--- src/rtl/ifetch_queue_pkg.sv ---
// Shared types and constants for the instruction-fetch front end: fetch FSM
// encoding, opcode slice positions and the prefetch-queue entry layout.
package ifetch_queue_pkg;

    localparam int ENTRY_PC_W    = 16;
    localparam int ENTRY_INSTR_W = 16;
    localparam int OPC_W         = 4;
    localparam int OPC_MSB       = ENTRY_INSTR_W - 1;
    localparam int OPC_LSB       = ENTRY_INSTR_W - OPC_W;

    // S_WAIT keeps the returning word, S_DROP discards it after a redirect.
    typedef enum logic [1:0] {
        S_IDLE = 2'd0,
        S_WAIT = 2'd1,
        S_DROP = 2'd2
    } fetch_state_t;

    typedef struct packed {
        logic [ENTRY_PC_W-1:0]    pc;
        logic [ENTRY_INSTR_W-1:0] instr;
    } fetch_entry_t;

endpackage

--- src/rtl/ifetch_queue_fifo.sv ---
// DEPTH-entry register FIFO with synchronous flush; the head entry is
// presented combinationally so decode sees it in the cycle it becomes valid.
module ifq_fifo #(
    parameter int DEPTH = 4,
    parameter int W     = 32,
    localparam int AW   = $clog2(DEPTH),
    localparam int CW   = AW + 1
) (
    input  logic          Clock,
    input  logic          Reset_n,
    input  logic          flush,
    input  logic          push,
    input  logic [W-1:0]  push_data,
    input  logic          pop,
    output logic [W-1:0]  head_data,
    output logic [CW-1:0] count
);

    logic [W-1:0]  mem [DEPTH];
    logic [AW-1:0] wr_ptr_q;
    logic [AW-1:0] rd_ptr_q;
    logic [CW-1:0] count_q;

    // NOTE: sequential state is assigned with <= so every flop samples the
    // pre-edge values; blocking assignments here would chain updates in order.
    always_ff @(posedge Clock) begin
        if (!Reset_n) begin
            wr_ptr_q <= '0;
            rd_ptr_q <= '0;
            count_q  <= '0;
        end else if (flush) begin
            wr_ptr_q <= '0;
            rd_ptr_q <= '0;
            count_q  <= '0;
        end else begin
            if (push) wr_ptr_q <= wr_ptr_q + AW'(1);
            if (pop)  rd_ptr_q <= rd_ptr_q + AW'(1);
            case ({push, pop})
                2'b10:   count_q <= count_q + CW'(1);
                2'b01:   count_q <= count_q - CW'(1);
                default: count_q <= count_q;
            endcase
        end
    end

    // NOTE: the storage array has no reset; a slot is only read after it has
    // been written, and leaving it unreset keeps it plain flops without reset.
    always_ff @(posedge Clock) begin
        if (push && !flush) mem[wr_ptr_q] <= push_data;
    end

    assign head_data = mem[rd_ptr_q];
    assign count     = count_q;

    a_no_overflow: assert property (@(posedge Clock) disable iff (!Reset_n)
        !(push && !pop && !flush && count_q == CW'(DEPTH)));
    a_no_underflow: assert property (@(posedge Clock) disable iff (!Reset_n)
        !(pop && !flush && count_q == '0));

endmodule

--- src/rtl/ifetch_queue.sv ---
// Instruction-fetch front end: owns the fetch PC, keeps one instruction-memory
// read in flight and buffers returned words in a prefetch queue for decode.
module ifetch_queue
    import ifetch_queue_pkg::*;
#(
    parameter int              DEPTH    = 4,
    parameter int              PC_W     = ENTRY_PC_W,
    parameter int              INSTR_W  = ENTRY_INSTR_W,
    parameter logic [PC_W-1:0] RESET_PC = '0
) (
    input  logic               Clock,
    input  logic               Reset_n,
    output logic               imem_req,
    output logic [PC_W-1:0]    imem_addr,
    input  logic               imem_ready,
    input  logic               imem_rvalid,
    input  logic [INSTR_W-1:0] imem_rdata,
    input  logic               redirect,
    input  logic [PC_W-1:0]    redirect_pc,
    output logic               if_valid,
    output logic [INSTR_W-1:0] if_instr,
    output logic [PC_W-1:0]    if_pc,
    output logic [OPC_W-1:0]   if_opcode,
    input  logic               id_ready
);

    localparam int CW = $clog2(DEPTH) + 1;

    fetch_state_t    state_q;
    fetch_state_t    state_next;
    logic [PC_W-1:0] fetch_pc_q;
    logic [PC_W-1:0] issue_pc_q;
    logic [CW-1:0]   count;
    logic            issue_ok;
    logic            accept;
    logic            push;
    logic            pop;
    fetch_entry_t    push_entry;
    fetch_entry_t    head_entry;

    // ---- state register ------------------------------------------------
    always_ff @(posedge Clock) begin
        if (!Reset_n) state_q <= S_IDLE;
        else          state_q <= state_next;
    end

    // Issue ignores a same-cycle pop, so queued + in-flight never exceeds DEPTH.
    always_comb begin
        issue_ok = 1'b0;
        case (state_q)
            S_IDLE:  issue_ok = (count < CW'(DEPTH));
            S_WAIT:  issue_ok = imem_rvalid &&
                                (({1'b0, count} + (CW + 1)'(1)) < (CW + 1)'(DEPTH));
            S_DROP:  issue_ok = imem_rvalid;
            default: issue_ok = 1'b0;
        endcase
    end

    // ---- next-state logic ------------------------------------------------
    // NOTE: state_next gets a default before any branch so no path through
    // the block leaves it unassigned, which would otherwise infer a latch.
    always_comb begin
        state_next = state_q;
        if (redirect) begin
            if (state_q == S_IDLE) state_next = S_IDLE;
            else if (imem_rvalid)  state_next = S_IDLE;
            else                   state_next = S_DROP;
        end else if (accept) begin
            state_next = S_WAIT;
        end else if (imem_rvalid && state_q != S_IDLE) begin
            state_next = S_IDLE;
        end
    end

    // ---- output logic ------------------------------------------------------
    always_comb begin
        imem_req = Reset_n && !redirect && issue_ok;
        push     = (state_q == S_WAIT) && imem_rvalid && !redirect;
        pop      = if_valid && id_ready && !redirect;
    end

    assign accept    = imem_req && imem_ready;
    assign imem_addr = fetch_pc_q;

    // issue_pc_q tags the outstanding read with the PC it was issued for.
    always_ff @(posedge Clock) begin
        if (!Reset_n) begin
            fetch_pc_q <= RESET_PC;
            issue_pc_q <= RESET_PC;
        end else if (redirect) begin
            fetch_pc_q <= redirect_pc;
        end else if (accept) begin
            fetch_pc_q <= fetch_pc_q + PC_W'(1);
            issue_pc_q <= fetch_pc_q;
        end
    end

    assign push_entry = '{pc: issue_pc_q, instr: imem_rdata};

    ifq_fifo #(
        .DEPTH (DEPTH),
        .W     ($bits(fetch_entry_t))
    ) u_fifo (
        .Clock     (Clock),
        .Reset_n   (Reset_n),
        .flush     (redirect),
        .push      (push),
        .push_data (push_entry),
        .pop       (pop),
        .head_data (head_entry),
        .count     (count)
    );

    assign if_valid  = (count != '0);
    assign if_instr  = head_entry.instr;
    assign if_pc     = head_entry.pc;
    assign if_opcode = head_entry.instr[OPC_MSB:OPC_LSB];

    // A read cut off by reset may still answer once; that one response is
    // tolerated in S_IDLE, any other response there is a protocol error.
    logic orphan_q;
    always_ff @(posedge Clock) begin
        if (!Reset_n)
            orphan_q <= (orphan_q || state_q != S_IDLE) && !imem_rvalid;
        else if (state_q == S_IDLE && imem_rvalid)
            orphan_q <= 1'b0;
    end

    // Requests leave S_IDLE only by acceptance, so rvalid here would also be a
    // response in the same cycle as its own acceptance.
    a_no_idle_rvalid: assert property (@(posedge Clock) disable iff (!Reset_n)
        !(state_q == S_IDLE && imem_rvalid && !orphan_q));

endmodule
--- config.mk ---
export PLATFORM = sky130hd
export DESIGN_NAME = ifetch_queue
export DESIGN_NICKNAME = d
export VERILOG_FILES = /design/src/rtl/ifetch_queue_pkg.sv /design/src/rtl/ifetch_queue_fifo.sv /design/src/rtl/ifetch_queue.sv
export SDC_FILE = /design/constraint.sdc
export NUM_CORES = 1
export LEC_CHECK = 0
export CORE_MARGIN = 4
export CORE_UTILIZATION = 54
export DETAILED_ROUTE_END_ITERATION = 16
export GPL_ROUTABILITY_DRIVEN = 0
export PLACE_DENSITY_LB_ADDON = 0.25
export SLEW_MARGIN = 0
export SYNTH_ARGS = -nofsm -noshare
export SYNTH_HDL_FRONTEND = slang
export SYNTH_SLANG_ARGS = --single-unit
--- constraint.sdc ---
create_clock -name Clock -period 2.4 [get_ports Clock]
set_input_delay 0.24 -clock Clock [delete_from_list [all_inputs] [get_ports Clock]]
set_output_delay 0.24 -clock Clock [all_outputs]
set_load 0.02 [all_outputs]
==> out/metrics.cfg <==
[pwr]
p_per_area_nw_per_um2 = 727
p_leak_nw = 2.87
peakVddDrop_mv = 0.502
p_total_mw = 6.25

[worst_setup_path]
reg2reg_depth = 6
startpoint_type = register
r2r_slack_ns = 0.35
path_cells = and2b_1 -> buf_4 -> o2bb2ai_4 -> and3_1 -> clkdlybuf4s50_1
slowest_delay_ns = 0.60
path_class = register to output port
crit_required_ns = 2.16
crit_path_end_kind = output port
arrival_ns = 1.99
slowest_stage = clkdlybuf4s50_1
path_max_fanout = 4

[place]
port_buffers = 91
dp_hpwl_um = 8660

[synthesis]
synth_xor_area_frac = 0.00649
netlist_instances = 429
async_flop_share = 0
seq_area_frac_synth = 0.697
synth_area_leaders = edfxtp_1 57%, dfxtp_1 13%, mux4_2 11%
synth_mux_area_frac = 0.107
ys_seq_elements = 171
synth_compound_area_frac = 0.0669
syn_area_per_cell_um2 = 15.7
yosys_most_used_dff = edfxtp_1
synthSimpleGateAreaFrac = 0.0849
syn_area_um2 = 6750
synth_top_cell_by_area = edfxtp_1
mappedNetlistNets = 474
synth-edff-count = 128
yosysUniqueCellTypes = 56
yosys.area_share.adder = 0.0141
ys_warn_count = 0
netlist.area_leader.share = 0.569
synth_top_family_by_area = multiplexers

[sta]
setup_violations = 0
final_max_slew_viol_count = 0
max_freq_mhz = 449
finClkSkew_ns = 0.00605
finalHoldViolations = 0
fin_crit_sh = 0.929
maxSlewHeadroom = 0.581
fin_crit_ns = 2.23
fin_setup_tns_ns = 0
tightest_slew_ns = 0.623
rsz0062_at_grt = no
worst_hold_slack_ns = 0.406

[grt]
grt_max_degree = 33
grt_usage = 0.202
grt_pass1_vias = 4233
grt_antenna_before_repair = 0
grt_overflow_total = 0
grt_pass1_wl_um = 22300

[drt]
finalWirelength_um = 13900
antenna_left = 0
wl_per_cell_um = 19.3
drc = 0
num_vias = 4013
via_per_inst = 5.57
drtIter0Drc = 356
dr.pass1.iters = 5

[clocking]
cts_made_buffers = 17
cts_tree = built
clk_latency_ns = 0.42
cts_setup_buffers = 0
clk_pin_slew_ns = 0.06
cts_sinks = 171
cts.htree.levels = 4
cts_buffer_depth = 2
cts_hold_buf = 0
root_buffer = clkbuf_16

[job]
cap_violations = 0

[floorplanning]
start_util = 0.557
core_region_area_um2 = 12100
chipWidth_um = 120
num_rows = 40
die_h_um = 120
design.die.area_um2 = 14400
io_pins = 92

[cells_and_area]
area_delta_synth_final_pct = 27.4
antenna_cells = 0
layout_common_cells = 128 x edfxtp_1, 61 x nand2_1, 55 x clkdlybuf4s50_1
nets = 585
utilization = 0.710
layout-drive-gt1-share = 0.184
final_common_cell = edfxtp_1

[worst_hold_path]
min_delay_path_depth = 3
hold_class = primary input to register

[outcome]
status = finished, final reports clean

[routing by layer]
| metal | up-vias | track usage | part of all wire |
|---|---|---|---|
| met2 | 158 | 0.325 | 0.48 |
| met4 | 0 | 0.0666 | 0.012 |
| met5 | - | 0 | 0 |
| li1 | 1863 | - | - |
| met1 | 1975 | 0.270 | 0.44 |
| met3 | 17 | 0.0566 | 0.065 |
[sequential cells by signal, summed over array words and instances, names as in the netlist, named ones only]
signal	flops
imem_addr	16
issue_pc_q	16
state_q	2
u_fifo.count	3
u_fifo.mem	128
u_fifo.rd_ptr_q	2
u_fifo.wr_ptr_q	2
[power breakdown]
group | switching (mW) | internal (mW)
registers | 0.0431 | 3.19
logic | 0.142 | 0.147
clock network | 1.09 | 1.64
[kinds of logic after synthesis]
group	count (synthesis)
AND/OR/NAND/NOR	120
buffers and inverters	31
XOR/XNOR	5
adder cells (fa/ha/maj)	7
AO/OA/AOI/OAI	63
multiplexers	32
flip-flops	171
[critical path, delay by kind of cell, from the launching register on]
kind                   cells  cell delay (ns)
and+or+nand+nor            2             0.37
AOI/OAI and AO/OA          1             0.12
DFF                        1             0.33
buffers and inverters      2             0.75
[layout make-up]
class                      instances  area, um^2
timing repair buffer             115        1160
sequential                       171        4710
clock inverter                     9        81.3
inverter                           8        30.0
fill                             819        3510
clock buffer                      23         522
tap                              168         210
multi-input combinational        227        1890
[cells in the mapped netlist (6+ instances only)]
cell / instances
edfxtp_1: 128
nand2_1: 61
dfxtp_1: 43
mux4_2: 32
a21oi_1: 26
nor2_1: 13
nand3_1: 12
clkbuf_1: 8
inv_1: 8
nor3_1: 8
buf_2: 6
ha_1: 6
[path summary, 6_finish.rpt]
| kind | from | endpoint |
|---|---|---|
| max | state_q[1] | imem_req |
| min | redirect_pc[5] | imem_addr[5] |
| max reg2reg | imem_addr[0] | imem_addr[10] |
| min reg2reg | issue_pc_q[12] | issue_pc_q[12] |
[metrics by stage]
stage / instance area, um^2 / cells / worst slack, ns
after global routing: 8600 / 721 / 0.0719
after global placement: 8000 / 688 / 0.156
after detailed placement: 8000 / 688 / 0.106
after CTS: 8560 / 720 / 0.000560
final: 8600 / 721 / 0.170
after floorplan: 6750 / 429 / 0.251
[what timing repair did]
item	in CTS	in global routing
gates cloned	0	1
setup endpoints to repair	31	6
resized for setup	30	6
Note: power is estimated with default switching activity, not from simulation.
